File: config.mk
export PLATFORM = sky130hd
export DESIGN_NAME = led_fade_pwm
export DESIGN_NICKNAME = d
export VERILOG_FILES = /design/src/rtl/led_fade_pwm.sv
export SDC_FILE = /design/constraint.sdc
export NUM_CORES = 1
export LEC_CHECK = 0
export ABC_CLOCK_PERIOD_IN_PS = 7000
export CORE_MARGIN = 5
export CORE_UTILIZATION = 50
export DETAILED_ROUTE_END_ITERATION = 8
export DONT_BUFFER_PORTS = 1
export PLACE_DENSITY = 0.64
export SYNTH_ARGS = -nofsm -noshare
export SYNTH_HDL_FRONTEND = slang
export SYNTH_SLANG_ARGS = --single-unit
File: constraint.sdc
create_clock -name clk -period 7 [get_ports clk]
set_input_delay 1.4 -clock clk [delete_from_list [all_inputs] [get_ports clk]]
set_output_delay 1.4 -clock clk [all_outputs]
set_load 0.01 [all_outputs]
File: src/rtl/led_fade_pwm.sv
// rtl/led_fade_pwm.sv - multi-channel LED PWM engine with frame-aligned level updates and linear fade
module led_fade_pwm #(
   parameter int NCH      = 8,
   parameter int WIDTH    = 8,
   parameter int PRESCALE = 1
) (
   input  logic           clk,
   input  logic           rst_n,
   input  logic [7:0]     ui_in,
   input  logic [7:0]     reg_addr,
   input  logic           reg_wen,
   input  logic [7:0]     reg_wdata,
   output logic [7:0]     reg_rdata,
   output logic [NCH-1:0] pwm_out,
   output logic           frame_pulse
);

   localparam int PW = (PRESCALE > 1) ? $clog2(PRESCALE) : 1;
   localparam logic [WIDTH-1:0] RAMP_LAST = WIDTH'((2 ** WIDTH) - 2);
   localparam logic [7:0] ADDR_CUR  = 8'h10;
   localparam logic [7:0] ADDR_CTRL = 8'h20;
   localparam logic [7:0] ADDR_RATE = 8'h21;
   localparam logic [7:0] ADDR_NCH  = 8'h22;
   localparam logic [7:0] ADDR_WID  = 8'h23;

   logic [PW-1:0]    presc_q;
   logic [WIDTH-1:0] ramp_q;
   logic [7:0]       frame_cnt_q;
   logic [7:0]       fade_rate_q;
   logic             host_mode_q;
   logic             fade_en_q;
   logic [WIDTH-1:0] target_q  [NCH];
   logic [WIDTH-1:0] current_q [NCH];

   logic tick;
   logic boundary;
   logic target_wr;
   logic fade_step;

   assign tick      = (presc_q == PW'(PRESCALE - 1));
   assign boundary  = tick && (ramp_q == RAMP_LAST);
   assign target_wr = reg_wen && (reg_addr < 8'(NCH));
   assign fade_step = (frame_cnt_q == fade_rate_q);

   // The ramp stops one short of full scale so level 2^WIDTH-1 stays high all frame.
   always_ff @(posedge clk or negedge rst_n) begin
      if (!rst_n) begin
         presc_q     <= '0;
         ramp_q      <= '0;
         frame_pulse <= 1'b0;
      end else begin
         presc_q     <= tick ? '0 : presc_q + PW'(1);
         if (tick) begin
            ramp_q <= (ramp_q == RAMP_LAST) ? '0 : ramp_q + WIDTH'(1);
         end
         frame_pulse <= boundary;
      end
   end

   always_ff @(posedge clk or negedge rst_n) begin
      if (!rst_n) begin
         host_mode_q <= 1'b0;
         fade_en_q   <= 1'b0;
         fade_rate_q <= 8'h00;
         frame_cnt_q <= 8'h00;
      end else begin
         if (target_wr) begin
            host_mode_q <= 1'b1;
         end else if (reg_wen && (reg_addr == ADDR_CTRL)) begin
            host_mode_q <= reg_wdata[0];
            fade_en_q   <= reg_wdata[1];
         end
         if (reg_wen && (reg_addr == ADDR_RATE)) begin
            fade_rate_q <= reg_wdata;
         end
         if (boundary && fade_en_q) begin
            frame_cnt_q <= fade_step ? 8'h00 : frame_cnt_q + 8'd1;
         end
      end
   end

   // CURRENT samples the registered TARGET, so a write in the boundary cycle lands one frame later.
   always_ff @(posedge clk or negedge rst_n) begin
      if (!rst_n) begin
         for (int i = 0; i < NCH; i++) begin
            target_q[i]  <= '0;
            current_q[i] <= '0;
         end
         pwm_out <= '0;
      end else begin
         for (int i = 0; i < NCH; i++) begin
            if (target_wr) begin
               if (reg_addr == 8'(i)) begin
                  target_q[i] <= reg_wdata[WIDTH-1:0];
               end
            end else if (!host_mode_q) begin
               target_q[i] <= (ui_in == 8'h00) ? '0 : WIDTH'(ui_in ^ 8'(i << 4));
            end
            if (boundary) begin
               if (!fade_en_q) begin
                  current_q[i] <= target_q[i];
               end else if (fade_step) begin
                  if (current_q[i] < target_q[i]) begin
                     current_q[i] <= current_q[i] + WIDTH'(1);
                  end else if (current_q[i] > target_q[i]) begin
                     current_q[i] <= current_q[i] - WIDTH'(1);
                  end
               end
            end
            pwm_out[i] <= (current_q[i] > ramp_q);
         end
      end
   end

   always_comb begin
      reg_rdata = 8'h00;
      for (int i = 0; i < NCH; i++) begin
         if (reg_addr == 8'(i)) begin
            reg_rdata = 8'(target_q[i]);
         end
         if (reg_addr == ADDR_CUR + 8'(i)) begin
            reg_rdata = 8'(current_q[i]);
         end
      end
      case (reg_addr)
         ADDR_CTRL: reg_rdata = {6'b000000, fade_en_q, host_mode_q};
         ADDR_RATE: reg_rdata = fade_rate_q;
         ADDR_NCH:  reg_rdata = 8'(NCH);
         ADDR_WID:  reg_rdata = 8'(WIDTH);
         default:   ;
      endcase
   end

endmodule
# == Yosys cells after proc, flatten, opt, wreduce, memory -nomap -nowiden ==
# Cells that the tools add are included.
# totals
wordCells,228
ff_bits,164
in_bits,27
out_inout_bits,17
# op_classes
bitwise_logic,9
n_lt_le_gt_ge,25
eq_ne,39
muxes,86
n_reduce_logical,26
n_addsub,19
# ops
cell,count
$mux W8,82
$gt A8 B8 Y1,16
$add A8 B1 Y8 const B,10
$eq A8 B5 Y1 const B,8
$lt A8 B8 Y1,8
$sub A8 B1 Y8 const B,8
$eq A8 B3 Y1 const B,4
$eq A8 B6 Y1 const B,4
$ne A3 B1 Y1 const B,8
$pmux W8 S3,1
$reduce_and A3 Y1,8
$ne A2 B1 Y1 const B,10
$reduce_and A2 Y1,9
$eq A8 B2 Y1 const B,2
$logic_not A8 Y1,2
$eq A8 B1 Y1 const B,1
$eq A8 B8 Y1,1
$eq A8 B8 Y1 const B,1
$lt A8 B4 Y1 const B,1
$not A2 Y2,3
$logic_and A1 B1 Y1,5
$not A1 Y1,5
$mux W1,3
$not A3 Y3,1
3 further kinds,3

# == Longest topological paths before layout ==
# Gate-level depths: netlist of the first run.
# logic_depth
word_depth,18
ltp_mapped,14
depth_no_buf,14

# == Worst setup path after synthesis of the first run ==
# No wires, ideal clock.
# synth_timing
path_type,input to output
start,input reg_addr[4]
end,output reg_rdata[2]
arrival_ps,2871
t_required_ps,5600
path_buffers,1
setup_slack_ps,2729
path_stages,7
cell_sequence,buf_4 > mux4_2 > a21boi_1 > o32a_1 > a2111oi_2 > o32ai_1 > a21oi_1
# synth_via
elab_chain_cells,18
word_cells_on_any_way,38
cone_classes,eq/ne: 19; mux: 17; reduce/logical: 2
# synth_lines
item,line_no,text
from (decl),10,"input logic [7:0] reg_addr,"
$logic_not A8 Y1,118,if (reg_addr == 8'(i)) begin
$mux W8,118,
$mux W8,121,if (reg_addr == ADDR_CUR + 8'(i)) begin
$mux W8,118,
$mux W8,121,
$mux W8,118,
$mux W8,121,
$mux W8,118,
(+2 left out),-,
$mux W8,121,
$mux W8,118,
$mux W8,121,
$mux W8,118,
$mux W8,121,
$mux W8,118,
$mux W8,121,
$pmux W8 S3 *,125,case (reg_addr)
to (decl),13,"output logic [7:0] reg_rdata,"
# Mark *: on every way between the ends. The rest lies on a longest branch, timed or not.

# == Worst setup path in the final report of the first run ==
# layout_timing
start,input reg_addr[4]
end,output reg_rdata[7]
# Same word-level chain as after synthesis.

==> results of run 1 <==
[cell usage after synthesis (9+ instances only)]
cell      count
a31oi_1      22
mux2_2       24
a21o_1       36
nand2b_1     18
nand3_1      54
and3_1       11
o21bai_1     18
nor2b_1      21
inv_1       110
o31ai_1       9
buf_2        30
mux2i_1      59
xnor2_1      42
o21ai_0     109
a21oi_1     172
xor2_1       15
dfrtp_1     163
nand2_1     129
nor2_1      136
nor3_1       27
o211ai_1     24
ha_1        179
clkbuf_1     18
nor4_1       11
[state kept, by name (all words and copies together), names as in the netlist]
register,flops
current_q,64
ramp_q,8
fade_en_q,1
target_q,64
frame_cnt_q,8
host_mode_q,1
fade_rate_q,8
pwm_out,8
frame_pulse,1
[area by class of cell]
cell class	instances	area, µm²	area share
diodes	1	2.50	0.000172
well taps	341	427	0.0294
clock buffers	20	457	0.0314
repair buffers	8	60.1	0.00413
flip-flops and latches	163	4080	0.281
multi-input cells	1255	8910	0.613
inverters	111	417	0.0287
clock inverters	11	175	0.0121
[placed cells by master (no fill, tap or decap), types with 5 or more instances in the layout]
cell,instances
and3_1,11
nand4_1,8
and2_1,8
nand2_1,129
xor2_1,15
a31oi_1,22
nor3_1,27
nor2_1,136
o311ai_0,5
o211ai_1,24
o21a_1,7
or3_1,5
xnor2_1,42
o31ai_1,9
nand3_1,54
nand2b_1,18
nor2b_1,21
ha_1,179
o31a_1,6
a211oi_1,5
a22oi_1,8
buf_4,8
mux2_2,24
fa_1,8
inv_1,109
a21oi_1,172
and4_1,8
nor4_1,11
mux2i_1,55
o21bai_1,18
clkbuf_16,17
o21ai_0,109
dfrtp_1,162
a21o_1,36
[metal layers]
layer  track usage  wire length, µm
met3        0.0534             2610
met2         0.447            19700
met5             0                0
met4        0.0769              873
met1         0.386            19100
[stage by stage]
stage | hold WS [ps] | std cells
final | 512 | 1910
after global routing | 547 | 1909
after CTS | 511 | 1909
after detailed placement | 497 | 1878
after global placement | 489 | 1878
after floorplan | 469 | 1586
[worst paths after layout]
kind                                startpoint              to  slack [ps]
worst max register to register   current_q[49]   current_q[55]        3460
worst min register to register  frame_cnt_q[7]  frame_cnt_q[7]         510
min in group asynchronous                rst_n   current_q[61]         660
max in group asynchronous                rst_n       fade_en_q        5970
worst min-delay path            frame_cnt_q[7]  frame_cnt_q[7]         510
worst max-delay path               reg_addr[4]    reg_rdata[7]        2170
[power groups by stage]
stage	Sequential [W]	Combinational, W	Clock, W
final	0.00123	0.000649	0.00104
after global routing	0.00124	0.000737	0.00110
after CTS	0.00123	0.000645	0.00106
after detailed placement	0.00124	0.000638	0
after global placement	0.00124	0.000623	0
after floorplan	0.00117	0.000509	0
[critical path, stage by stage]
cell and delay, ps:
inv_1 570, nand3_1 260, nor2_1 530, a31o_2 210, a21oi_1 70, a221o_1 350
[logic make-up (layout without fill, tap and decap cells)]
kind of cell               Yosys count  in the layout  synth area share
adders and majority gates          187            187             0.176
xor gates and xnor gates            57             57            0.0365
buffers and inverters              168            150            0.0508
muxes                               87             87            0.0687
AOI/OAI and AO/OA                  466            466             0.209
other                                0              1                 0
DFF                                163            163             0.298
and+or+nand+nor                    458            458             0.161
==> results.tsv, run 1 <==
stage	metric	value	unit
outcome	status	complete, no violations	
clocking	Root Buffer	clkbuf_16	
yosys	cell area after synthesis	13700	µm²
sta	PnR worst setup slack	2170	ps
pwr	Pwr per Cell Area	201	nW/µm²
clocking	Resize count post-CTS	0	
floorplanning	Core Region	27000	µm²
critical_path	kind of critical path	input port to output port	
floorplanning	placement row count	60	
yosys	Distinct cells, synth	75	
yosys	Post-Synthesis Cells	1586	
floorplanning	Die X	175	µm
sta	Max Slew Vio Count	0	
run	total of max-cap violations	0	
route	WL per Instance	22.1	µm
place	Final HPWL DP	30600	µm
global_routing	initial antenna violation count	0	
sta	final hold violation count	0	
yosys	Main synth FF type	dfrtp_1	
yosys	Synth Warn #	0	
critical_path	Startpoint Class	input port	
yosys	Area contributors post-synth	dfrtp_1 (30%), ha_1 (16%), a21oi_1 (6.3%), mux2i_1 (4.3%), o21ai_0 (4.0%)	
pwr	Clock power frac	0.357	
sta	max frequency	0.207	GHz
clocking	clock sinks	163	
clocking	clk slew on worst S/H paths	70	ps
floorplanning	full die area	30800	µm²
yosys	Syn Area/Cell	8.62	µm²
global_routing	GRT overflow	0	
sta	Setup Viol. Count Final	0	
route	Via density	6.10	
route	number of routed nets with antenna violations	0	
yosys	dominant cell type by area after synthesis	dfrtp_1	
clocking	post-CTS setup buffers	0	
clocking	CTS Hold Buffers Added	0	
place	Placer Congestion	0.990	
route	drt drc	0	
floorplanning	Initial Utilization	0.507	
route	DR pass1 iterations	6	
yosys	Syn Nets	1800	
cells_and_area	synthesis-to-layout area growth	6.29	%
sta	final critical-path share of the clock period	0.690	
route	initial drt markers	905	
pwr	post-layout power	0.00292	W
global_routing	largest net degree at the start of global routing	164	
critical_path	FF-to-FF path depth	13	
critical_path	crit path max fanout	72	
route	final wirelength	42300	µm
sta	minimum clock period	4830	ps
worst_hold_path	hold path cells	1	
yosys	Post-synth EDFFs	0	
clocking	# H-tree levels	4	
global_routing	GRT Util Overall	0.278	
clocking	TritonCTS clock tree	done	
clocking	maximum root-to-sink buffer count	2	
clocking	Skew-Pair Late Insertion Delay	440	ps
place	DP Worst Slack	2250	ps
critical_path	CP endpoint kind	output port	
place	Port Buffers	0	
yosys	Synth Register Bits	163	
sta	Clock Skew	11.9	ps
cells_and_area	post-route design area	14500	µm²
sta	RSZ-0062 raised after global routing	false	
critical_path	Critical Path RT	5600	ps
sta	post-route setup TNS	0	ps
sta	worst slew pin tran	1200	ps
critical_path	Arrival @ worst endpoint	3430	ps
cells_and_area	fraction of layout cells with a size suffix above 1	0.0587	
sta	Slew headroom	0.192	
cells_and_area	post-layout util	0.539	
pwr	Gate power share	0.222	
yosys	ys async rst share	1.00	
pwr	cell-internal power	0.00195	W
place	Post-Place Cell Area	13900	µm²
pwr	Psw	0.000976	W
pwr	Switching Share	0.334	
floorplanning	Die Ht	175	µm
global_routing	first-pass GRT wire length	66300	µm
cells_and_area	filler cell count	2472	
global_routing	vias in the first global route	11387	
route	via count	11646	
yosys	post-synth top area share	0.298	
clocking	clock buffer count from CTS	17	
floorplanning	num ports	44	
pwr	LEAKAGE	7.08	nW
worst_hold_path	Min-Delay Path Class	register to register	
pwr	Reg power frac	0.421	
cells_and_area	Final nets	1770	
pwr	VDD IR max	0.148	mV
yosys	sequential fraction of the synthesis area	0.298	
No activity file was read; power rests on OpenSTA's default activity.
==> inputs of run 2 (changes only) <==
--- a/config.mk
+++ b/config.mk
@@ -5,7 +5,7 @@
 export SDC_FILE = /design/constraint.sdc
 export NUM_CORES = 1
 export LEC_CHECK = 0
-export ABC_CLOCK_PERIOD_IN_PS = 7000
+export ABC_CLOCK_PERIOD_IN_PS = 5000
 export CORE_MARGIN = 5
 export CORE_UTILIZATION = 50
 export DETAILED_ROUTE_END_ITERATION = 8
==> constraint.sdc (replaced) <==
create_clock -name clk -period 5 [get_ports clk]
set_input_delay 1 -clock clk [delete_from_list [all_inputs] [get_ports clk]]
set_output_delay 1 -clock clk [all_outputs]
set_load 0.01 [all_outputs]
==> results.tsv, run 2 (synthesis gave the netlist of run 1 again) <==
stage	metric	value	unit	change
pwr	VDD IR max	0.195	mV	+31%
pwr	Clock power frac	0.332		-0.025
route	final wirelength	42500	µm	+0.56%
critical_path	crit path max fanout	11		-85%
pwr	Pwr per Cell Area	273	nW/µm²	+36%
floorplanning	Die Ht	175	µm	unchanged
critical_path	Arrival @ worst endpoint	2920	ps	-510 ps
clocking	CTS Hold Buffers Added	0		unchanged
place	Port Buffers	0		unchanged
place	Final HPWL DP	30800	µm	+0.61%
critical_path	CP endpoint kind	output port		
pwr	Switching Share	0.359		+0.0253
sta	worst slew pin tran	1270	ps	+73.8 ps
floorplanning	full die area	30800	µm²	unchanged
sta	max frequency	0.255	GHz	
route	initial drt markers	913		+0.88%
global_routing	GRT overflow	0		unchanged
global_routing	first-pass GRT wire length	66800	µm	+0.78%
route	met2 wire length	19700	µm	about the same
sta	RSZ-0062 raised after global routing	false		
clocking	Resize count post-CTS	0		unchanged
clocking	maximum root-to-sink buffer count	2		unchanged
clocking	clock sinks	163		unchanged
floorplanning	placement row count	60		unchanged
route	number of routed nets with antenna violations	0		unchanged
cells_and_area	synthesis-to-layout area growth	5.83	%	
critical_path	kind of critical path	input port to output port		
pwr	cell-internal power	0.00253	W	+30%
floorplanning	num ports	44		unchanged
sta	post-route setup TNS	0	ps	unchanged
clocking	Root Buffer	clkbuf_16		
critical_path	CP top delay family	simple AND/OR/NAND/NOR gates		
route	DR pass1 iterations	5		-1
worst_hold_path	Min-Delay Path Class	input port to async pin		
sta	Clock Skew	16.8	ps	+4.89 ps
pwr	LEAKAGE	7.06	nW	-0.30%
global_routing	GRT Util Overall	0.280		+0.00175
place	Placer Congestion	0.969		-2.1%
cells_and_area	Final nets	1772		+0.11%
floorplanning	Die X	175	µm	unchanged
floorplanning	Initial Utilization	0.507		unchanged
sta	minimum clock period	3920	ps	
pwr	Psw	0.00142	W	+45%
clocking	clock buffer count from CTS	17		unchanged
route	drt drc	0		unchanged
cells_and_area	commonest non-fill, non-tap cells in the layout	ha_1 (179), a21oi_1 (172), dfrtp_1 (162), nor2_1 (136), nand2_1 (129)		
pwr	Gate power share	0.233		+0.011
global_routing	largest net degree at the start of global routing	164		unchanged
critical_path	critical path cell sequence	nor4_4 -> and2_1 -> nand2_1 -> o21ai_1 -> a31o_1 -> a21oi_1 -> o31ai_1		
global_routing	initial antenna violation count	1		+1
route	met3 wire len	2200	µm	-16%
clocking	post-CTS setup buffers	0		unchanged
critical_path	Crit-path slowest cell	and2_1		
cells_and_area	fraction of layout cells with a size suffix above 1	0.0611		+0.00243
cells_and_area	commonest non-fill, non-tap cell in the layout	ha_1		
route	via count	11738		+0.79%
cells_and_area	n_diodes	0		-1
critical_path	Buf/Inv on CP	0		-1
clocking	# H-tree levels	4		unchanged
clocking	TritonCTS clock tree	done		
sta	final hold violation count	0		unchanged
route	WL per Instance	22.2	µm	+0.45%
critical_path	max incr delay on CP	490	ps	-80 ps
sta	worst hold margin	264	ps	-248 ps
sta	Max Slew Vio Count	0		unchanged
clocking	Skew-Pair Late Insertion Delay	440	ps	about the same
outcome	status	complete, no violations		
cells_and_area	biggest regs	current_q (64), target_q (64)		
critical_path	Critical Path RT	4000	ps	-1600 ps
sta	Setup Viol. Count Final	0		unchanged
pwr	post-layout power	0.00394	W	+35%
route	Via density	6.14		+0.68%
clocking	clk slew on worst S/H paths	70	ps	about the same
critical_path	Startpoint Class	input port		
cells_and_area	filler cell count	2465		-0.28%
global_routing	vias in the first global route	11387		unchanged
run	total of max-cap violations	0		unchanged
pwr	Reg power frac	0.435		+0.014
sta	Slew headroom	0.143		-0.0483
route	Top Metal Used	met4		
sta	final critical-path share of the clock period	0.784		
floorplanning	Core Region	27000	µm²	unchanged
route	WL met1	19800	µm	+3.5%
run 2: cell types whose count changed in the layout (fill, tap and decap cells not counted):
cell	delta
inv_8	+2
clkbuf_1	-1
inv_6	+4
clkinv_2	+1
buf_4	+2
bufinv_16	-4
clkbuf_8	-1
diode_2	-1
run 2: power groups by stage:
stage	Combinational, W	Sequential [W]	Clock, W
after floorplan	0.000713	0.00164	0
after CTS	0.000913	0.00171	0.00133
after global placement	0.000885	0.00173	0
final	0.000918	0.00172	0.00131
after detailed placement	0.000904	0.00174	0
after global routing	0.00105	0.00174	0.00138
run 2: worst paths after layout:
| path | from | to | slack [ps] | cells after the start |
|---|---|---|---|---|
| setup / recovery | reg_addr[7] | reg_rdata[1] | 1080 | 7 |
| hold / removal | rst_n | pwm_out[1] | 260 | 0 |
| setup reg to reg | current_q[49] | current_q[55] | 1400 | 13 |
| hold reg to reg | frame_cnt_q[7] | frame_cnt_q[7] | 520 | 1 |
| max in group asynchronous | rst_n | fade_en_q | 4440 | 0 |
| min in group clk | frame_cnt_q[7] | frame_cnt_q[7] | 520 | 1 |
run 2: area by class of cell:
class | instances | area (µm²) | share of cell area
multi-input combinational | 1255 | 8910 | 0.616
sequential | 163 | 4080 | 0.282
clock buffer | 18 | 439 | 0.0304
tap | 341 | 427 | 0.0295
inverter | 111 | 417 | 0.0288
clock inverter | 14 | 118 | 0.00813
timing repair buffer | 10 | 75.1 | 0.00519
run 2: worst register-to-register path, delay by kind of cell, from the launching register on:
family                     cells  cell delay [ps]
adders and majority gates      2              680
AOI/OAI and AO/OA              5              840
xor gates and xnor gates       1              190
DFF                            1              540
and+or+nand+nor                5             1270
run 2: stage by stage:
step | instances | cell area [µm²] | setup slack (ps) | utilization
after detailed placement | 1880 | 13900 | 1110 | 0.516
final | 1912 | 14500 | 1080 | 0.537
after CTS | 1912 | 14500 | 1100 | 0.537
after global placement | 1880 | 13900 | 1100 | 0.516
after floorplan | 1586 | 13700 | 1530 | -
after global routing | 1912 | 14500 | 886 | 0.537
run 2: metal layers:
layer  vias up  global-route usage
met4         0              0.0704
met1      5752               0.392
met3        43              0.0446
met2       269               0.455
met5         -                   0
li1       5674                   -
